$ cat config.mk
export PLATFORM = sky130hd
export DESIGN_NAME = pwm_capture
export DESIGN_NICKNAME = d
export VERILOG_FILES = /design/src/rtl/pwm_capture.sv
export SDC_FILE = /design/constraint.sdc
export NUM_CORES = 1
export LEC_CHECK = 0
export ABC_AREA = 1
export CAP_MARGIN = 10
export CORE_ASPECT_RATIO = 1.2
export CORE_MARGIN = 10
export CORE_UTILIZATION = 25
export DETAILED_ROUTE_END_ITERATION = 16
export GPL_ROUTABILITY_DRIVEN = 0
export MAX_ROUTING_LAYER = met4
export PLACE_DENSITY_LB_ADDON = 0.15
export RECOVER_POWER = 100
export SLEW_MARGIN = 20
export SYNTH_ARGS = -nofsm -noshare
export SYNTH_HDL_FRONTEND = slang
export SYNTH_SLANG_ARGS = --single-unit
$ cat constraint.sdc
create_clock -name clk -period 6.03 [get_ports clk]
set_input_delay 1.206 -clock clk [delete_from_list [all_inputs] [get_ports clk]]
set_output_delay 1.206 -clock clk [all_outputs]
set_load 0.02 [all_outputs]
$ cat src/rtl/pwm_capture.sv
// PWM receiver: measures period and high time of pwm_in and recovers the duty code
// floor(high * 2^R / period) with a restoring divider producing one quotient bit per clock.
module pwm_capture #(
    parameter int unsigned R = 8,
    parameter int unsigned W = 16
) (
    input  logic         clk,
    input  logic         reset,
    input  logic         pwm_in,
    output logic [R-1:0] duty,
    output logic [W-1:0] high_cnt,
    output logic [W-1:0] period_cnt,
    output logic         duty_valid,
    output logic         err_short,
    output logic         timeout
);

    localparam int unsigned CW = $clog2(R + 1);
    localparam logic [W-1:0] CntMax = '1;
    localparam logic [CW-1:0] LastStep = CW'(R);

    typedef enum logic [1:0] {StIdle, StMeasure, StDivide, StTimeout} state_e;

    state_e state_q, state_d;

    logic          sync1_q, sync2_q, sync_dly_q;
    logic          rise;
    logic [W-1:0]  per_c_q, hi_c_q;
    logic [W-1:0]  p_q, p_d, h_q, h_d;
    logic [W-1:0]  rem_q, rem_d;
    logic [R-1:0]  quo_q, quo_d;
    logic [CW-1:0] step_q, step_d;
    logic [R-1:0]  duty_d;
    logic [W-1:0]  high_cnt_d, period_cnt_d;
    logic          duty_valid_d, err_short_d, timeout_d;

    logic [W:0]    rem_shift;
    logic [W-1:0]  rem_sub;
    logic          take;

    assign rise = sync2_q & ~sync_dly_q;

    always_ff @(posedge clk or posedge reset) begin
        if (reset) begin
            sync1_q    <= 1'b0;
            sync2_q    <= 1'b0;
            sync_dly_q <= 1'b0;
            per_c_q    <= '0;
            hi_c_q     <= '0;
        end else begin
            sync1_q    <= pwm_in;
            sync2_q    <= sync1_q;
            sync_dly_q <= sync2_q;
            // The rise cycle itself is cycle 1 of the new period (and is high).
            if (rise) begin
                per_c_q <= W'(1);
                hi_c_q  <= W'(1);
            end else begin
                if (per_c_q != CntMax) per_c_q <= per_c_q + W'(1);
                if (sync2_q && hi_c_q != CntMax) hi_c_q <= hi_c_q + W'(1);
            end
        end
    end

    // Remainder stays below P, so only the shifted value needs the extra bit.
    assign rem_shift = {rem_q, 1'b0};
    assign take      = rem_shift >= {1'b0, p_q};
    assign rem_sub   = rem_shift[W-1:0] - p_q;

    always_comb begin
        state_d      = state_q;
        p_d          = p_q;
        h_d          = h_q;
        rem_d        = rem_q;
        quo_d        = quo_q;
        step_d       = step_q;
        duty_d       = duty;
        high_cnt_d   = high_cnt;
        period_cnt_d = period_cnt;
        duty_valid_d = 1'b0;
        err_short_d  = 1'b0;
        timeout_d    = timeout;
        unique case (state_q)
            StIdle: begin
                if (rise) begin
                    timeout_d = 1'b0;
                    state_d   = StMeasure;
                end
            end
            StMeasure: begin
                if (rise) begin
                    p_d     = per_c_q;
                    h_d     = hi_c_q;
                    rem_d   = hi_c_q;
                    quo_d   = '0;
                    step_d  = '0;
                    state_d = StDivide;
                end else if (per_c_q == CntMax) begin
                    state_d = StTimeout;
                end
            end
            StDivide: begin
                if (rise) begin
                    err_short_d = 1'b1;
                    state_d     = StMeasure;
                end else if (step_q == LastStep) begin
                    duty_d       = quo_q;
                    high_cnt_d   = h_q;
                    period_cnt_d = p_q;
                    duty_valid_d = 1'b1;
                    state_d      = StMeasure;
                end else begin
                    rem_d  = take ? rem_sub : rem_shift[W-1:0];
                    quo_d  = {quo_q[R-2:0], take};
                    step_d = step_q + CW'(1);
                end
            end
            StTimeout: begin
                timeout_d    = 1'b1;
                duty_d       = sync2_q ? '1 : '0;
                high_cnt_d   = sync2_q ? CntMax : '0;
                period_cnt_d = CntMax;
                duty_valid_d = 1'b1;
                state_d      = StIdle;
            end
            default: state_d = StIdle;
        endcase
    end

    always_ff @(posedge clk or posedge reset) begin
        if (reset) begin
            state_q    <= StIdle;
            p_q        <= '0;
            h_q        <= '0;
            rem_q      <= '0;
            quo_q      <= '0;
            step_q     <= '0;
            duty       <= '0;
            high_cnt   <= '0;
            period_cnt <= '0;
            duty_valid <= 1'b0;
            err_short  <= 1'b0;
            timeout    <= 1'b0;
        end else begin
            state_q    <= state_d;
            p_q        <= p_d;
            h_q        <= h_d;
            rem_q      <= rem_d;
            quo_q      <= quo_d;
            step_q     <= step_d;
            duty       <= duty_d;
            high_cnt   <= high_cnt_d;
            period_cnt <= period_cnt_d;
            duty_valid <= duty_valid_d;
            err_short  <= err_short_d;
            timeout    <= timeout_d;
        end
    end

endmodule

* Word level (Yosys, flattened, before mapping)
Index checks and enable logic that the tools add are counted.
** Storage, ports and cells
- Register bits after elaboration :: 140
- Word-level logic and storage cells :: 91
- Output and inout port bits :: 43
- Input bits :: 3
** Operators by class
- Add/sub/neg operators :: 4
- Bitwise logic cells :: 2
- Reductions and logical operators :: 12
- Multiplexer cells :: 41
- Equal/unequal tests :: 14
- Order comparisons :: 1
** Operator list (number)
- $mux 16 :: 13
- $pmux 16 s2 :: 3
- $mux 8 :: 6
- $add 16x1->16 const B :: 2
- $ne 16x16->1 const B :: 2
- $pmux 8 s2 :: 2
- $ge 17x16->1 :: 1
- $eq 16x16->1 const B :: 1
- $sub 16x16->16 :: 1
- $mux 4 :: 3
- $mux 2 :: 5
- $ne 2x2->1 const B :: 5
- $reduce_bool 2->1 :: 5
- $pmux 2 s4 :: 1
- $pmux 4 s2 :: 1
- $ne 3x3->1 const B :: 2
- $reduce_and 3->1 :: 2
- $mux 1 :: 5
- $add 4x1->4 const B :: 1
- $eq 2x2->1 const B :: 2
- $eq 4x4->1 const B :: 1
- $pmux 1 s2 :: 2
- $reduce_and 2->1 :: 2
- $reduce_and 4->1 :: 1
- other kinds (5) :: 5

* Longest topological paths before layout
- Depth after elaboration :: 5
- Depth in mapped cells :: 15
- Depth with buffers taken out :: 14

* Worst setup path before layout
No wires, ideal clock.
- Path type :: register to register
- Start point :: register p_q[1]
- End point :: register rem_q[1]
- Period minus slack after synthesis :: 1.836 ns
- Setup slack :: 4.194 ns
- Data arrival time :: 1.759 ns
- Required time :: 5.953 ns
- Cell stages (with the launch flop) :: 14
- Library setup time :: 0.077 ns
- Path buffers :: 1
- Cell sequence :: dfrtp_1 -> inv_1 -> ha_1 -> ha_1 -> nand2_1 -> nor2_1 -> nand3_1 -> nor2_1 -> nor2_2 -> nand2_4 -> buf_4 -> nand2_1 -> nand3_1 -> a21oi_1
** Between the ends
- Word-level cells in the longest chain between the ends :: 5
- Elaborated cells on any way between the ends :: 6
- Classes of those cells :: add/sub: 1; order compare: 1; mux: 4
** Ends and longest elaborated chain
- from (decl) :: RTL line 29 : logic [W-1:0] p_q, p_d, h_q, h_d;
- from (signal assigned) :: RTL line 146 : p_q <= p_d;
- $sub 16x16->16 / $ge 17x16->1 (equally long branches) :: RTL line 68, 67
- $mux 16 (*) :: RTL line 113 : rem_d = take ? rem_sub : rem_shift[W-1:0];
- $mux 16 (*) :: RTL line 106 : end else if (step_q == LastStep) begin
- $mux 16 (*) :: RTL line 103 : if (rise) begin
- $pmux 16 s2 (*) :: RTL line 83 : unique case (state_q)
- to (signal assigned) :: RTL line 148 : rem_q <= rem_d;
- to (decl) :: RTL line 30 : logic [W-1:0] rem_q, rem_d;
Mark *: on every way between the ends. The rest lies on a longest branch, timed or not. The select of a mux whose other input is x is not followed.
A chain may end at the register's enable or synchronous reset.

* Worst setup path in the final report
- Start point :: register sync2_q
- End point :: register rem_q[0]
** Between the ends
- Word-level cells in the longest chain between the ends :: 3
- Elaborated cells on any way between the ends :: 4
- Classes of those cells :: eq/ne: 2; bitwise: 1; reduce/logical: 1
** Ends and longest elaborated chain
- from (decl) :: RTL line 26 : logic sync1_q, sync2_q, sync_dly_q;
- from (signal assigned) :: RTL line 52 : sync2_q <= sync1_q;
- $and 1x1->1 (*) :: RTL line 41 : assign rise = sync2_q & ~sync_dly_q;
- $ne 2x2->1 (no line)
- $reduce_and 4->1 (no line) (*)
Mark *: on every way between the ends. The rest lies on a longest branch, timed or not.

==> results.md <==
* Total GRT Usage at 0.1258
* Top Ports at 46
* Max-slew violations at 110
* Power Density at 494.7 nW/um2
* Largest net degree at the start of global routing at 110
* Worst-skew pair later-pin latency at 0.43 ns
* Drt wl/cell at 16.25 um
* Cell area after placement at 8239 um2
* Final setup margin at 1.976 ns
* Total gr overflow at 0
* Synth-to-Final Area Change at 18.91%
* Post-cts resize count at 0
* Flops & latches, synth at 140
* CP Launch Type: flop
* Status: complete, but fails checks
* # setup viols final at 0
* Post CTS Setup Buffer Count at 0
* Worst r2r dst: rem_q[0]
* Worst Hold Class: reg2reg
* M3 GR Usage at 0.01605
* Pre-Repair DR Iteration Count at 5
* Number of global-route vias before repair at 6,284
* Most used routing layer: met2
* Port bufs at 45
* Worst r2r path cells at 9
* Commonest non-fill, non-tap cell in the layout: nand2_1
* Met2 Usage GRT at 0.2031
* CP required at 6.33 ns
* Root Driver: clkbuf_16
* Layout cells sized above 1 at 0.05972
* Pre-CTS WS at 2.990 ns
* DRT iter0 DRCs at 450
* Fmax at 0.2467 GHz
* Crit-path cells: clkinv_1 -> nor2_1 -> inv_4 -> nor2_8 -> inv_1 -> nand2_4 -> inv_4 -> a21oi_1 -> a22oi_2
* CTS tree: yes
* Critical path type: reg2reg
* Via density at 4.550
* Worst-path fanout max at 37
* Worst-Margin Slew at 2.419 ns
* # hold bufs at CTS at 0
* Core Area at 29,530 um2
* Leakage Power at 4.011 nW
* Tcrit/Tclk final at 0.6723
* Clock sink count at 140
* CP dominant cell by count: inv_4
* Routing usage on met1 at 0.1590
* Commonest cells after routing, fill and taps aside: nand2_1, dfrtp_1, inv_1
* Diodes inserted at 0
* Hold Crit Depth at 0
* Clock skew at 0.008941 ns
* Flop pwr share at 0.312
* H-tree depth at 4
* Chip height at 209.0 um
* MaxCap Viol Count at 1
* Longest Clk Path Bufs at 2
* Net Sw Frac at 0.4085
* Post-Syn Instances at 942
* Launching point of the worst reg2reg path: sync2_q
* Hold_sp: sync1_q
* Num CTS Buffers at 17
* Relative max-transition margin at -0.6128
* Rows at 69
* TNS Setup at 0 ns
* Clock network power share at 0.261
* Int Power at 2.588 mW
* Final wirelength at 22,390 um
* Slowest stage delay, CP at 0.99 ns
* Seq/Total Area, Yosys at 0.4710
* Mapped cell area at 7438 um2
* Final net count at 999
* Psw at 1.788 mW
* CP max-delay cell: nor2_1
* Initial antenna violation count at 0
* DRC at 0
* Post-Syn Nets at 966
* Synth unique cells at 43
* Yosys synthesis warning count at 0
* DIE WIDTH at 177.5 um
* Logic gate share of total power at 0.426
* Cell area after layout at 8845 um2
* Final worst hold slack at 0.3511 ns
* DRT antenna net count at 0
* Global-route wire length before repair at 35,970 um
* Failing checks: capacitance limit, slew limit
* Crit path DAT at 4.35 ns
* RSZ-0062 raised after global routing: false
* Avg Inst Size Synth at 7.896 um2
* Clock-pin slew of the registers on the worst-case setup and hold paths at 0.06 ns
* Post-DP HPWL at 16,020 um
* Final hold vios at 0
* Via count at 6,270
* R2r setup slk at 1.98 ns
* Minimum clock period at 4.054 ns
* Starting Density at 0.2519
* Hold Crit Endpoint: sync2_q
* Worst setup EP type: flop
* Fillers at 3,212
* Max IR drop VDD at 174.8 uV
* DIE AREA at 37,080 um2
==> cell type report <==
class | instances | area [um2] | area share
well taps | 390 | 488.0 | 0.05517
repair buffers | 47 | 465.4 | 0.05262
clock buffers | 17 | 425.4 | 0.04810
multi-input cells | 657 | 3314 | 0.3747
clock inverters | 15 | 212.7 | 0.02405
inverters | 112 | 435.4 | 0.04923
flip-flops and latches | 140 | 3503 | 0.3961
==> worst max-delay path: cells and delay by family (launching register included) <==
family | cells | cell delay (ns)
AND/OR/NAND/NOR | 3 | 1.94
buffers and inverters | 4 | 1.20
flip-flops | 1 | 0.47
AO/OA/AOI/OAI | 2 | 0.29
==> layer usage <==
| metal | share of wire | wire length [um] |
|---|---|---|
| met1 | 0.47 | 10610 |
| met2 | 0.48 | 10750 |
| met3 | 0.029 | 659 |
| met4 | 0.017 | 380 |
| met5 | 0 | 0 |
==> per-stage QoR <==
step	util	instances	power, mW
5_1_grt	0.2996	1378	4.729
3_3_place_gp	0.2790	1346	3.338
3_5_place_dp	0.2790	1346	3.337
6_report	0.2996	1378	4.376
2_1_floorplan	-	942	2.668
4_1_cts	0.3007	1378	4.508
==> sequential cells by signal, summed over array words and instances (netlist names) <==
register	count
duty	8
duty_valid	1
err_short	1
h_q	16
hi_c_q	16
high_cnt	16
p_q	16
per_c_q	16
period_cnt	16
quo_q	8
rem_q	16
state_q	2
step_q	4
sync1_q	1
sync2_q	1
sync_dly_q	1
timeout	1
==> power by group through the flow <==
| stage | sequential, mW | clock (mW) | combinational (mW) |
|---|---|---|---|
| 2_1_floorplan | 1.52 | 0 | 1.15 |
| 3_3_place_gp | 1.40 | 0 | 1.94 |
| 3_5_place_dp | 1.39 | 0 | 1.94 |
| 4_1_cts | 1.38 | 1.18 | 1.95 |
| 5_1_grt | 1.41 | 1.21 | 2.11 |
| 6_report | 1.37 | 1.14 | 1.87 |
==> cells in the mapped netlist (all sizes together) <==
master,n,area (um2)
a211oi,1,7.510
a21oi,47,235.2
a22oi,1,12.51
a2bb2oi,1,8.760
a31oi,40,250.2
and2,1,6.260
buf,20,111.4
clkbuf,13,48.80
clkinv,3,12.51
dfrtp,140,3503
fa,1,20.02
ha,20,250.2
inv,109,416.7
nand2,254,995.9
nand3,61,315.3
nand3b,13,97.59
nand4,14,87.58
nor2,93,399.1
nor3,21,116.4
nor3b,1,7.510
nor4,3,18.77
o211a,1,10.01
o211ai,4,30.03
o21ai,57,285.3
o311ai,1,8.760
o31ai,6,45.04
or2,1,6.260
xnor2,5,43.79
xor2,10,87.58
==> logic make-up after synthesis <==
| kind of cell | share of synthesized area |
|---|---|
| xor gates and xnor gates | 0.01766 |
| DFF | 0.4710 |
| and+or+nand+nor | 0.2757 |
| adders and majority gates | 0.03633 |
| AOI/OAI and AO/OA | 0.1201 |
| buffers and inverters | 0.07923 |
==> how the worst max path moves through the flow <==
| stage | startpoint | endpoint |
|---|---|---|
| floorplan | reset | duty[0] |
| global placement | reset | p_q[4] |
| detailed placement | reset | per_c_q[12] |
| CTS | sync2_q | rem_q[0] |
| global route | sync2_q | rem_q[9] |
| finish | sync2_q | rem_q[0] |
Note: power is estimated with default switching activity, not from simulation.
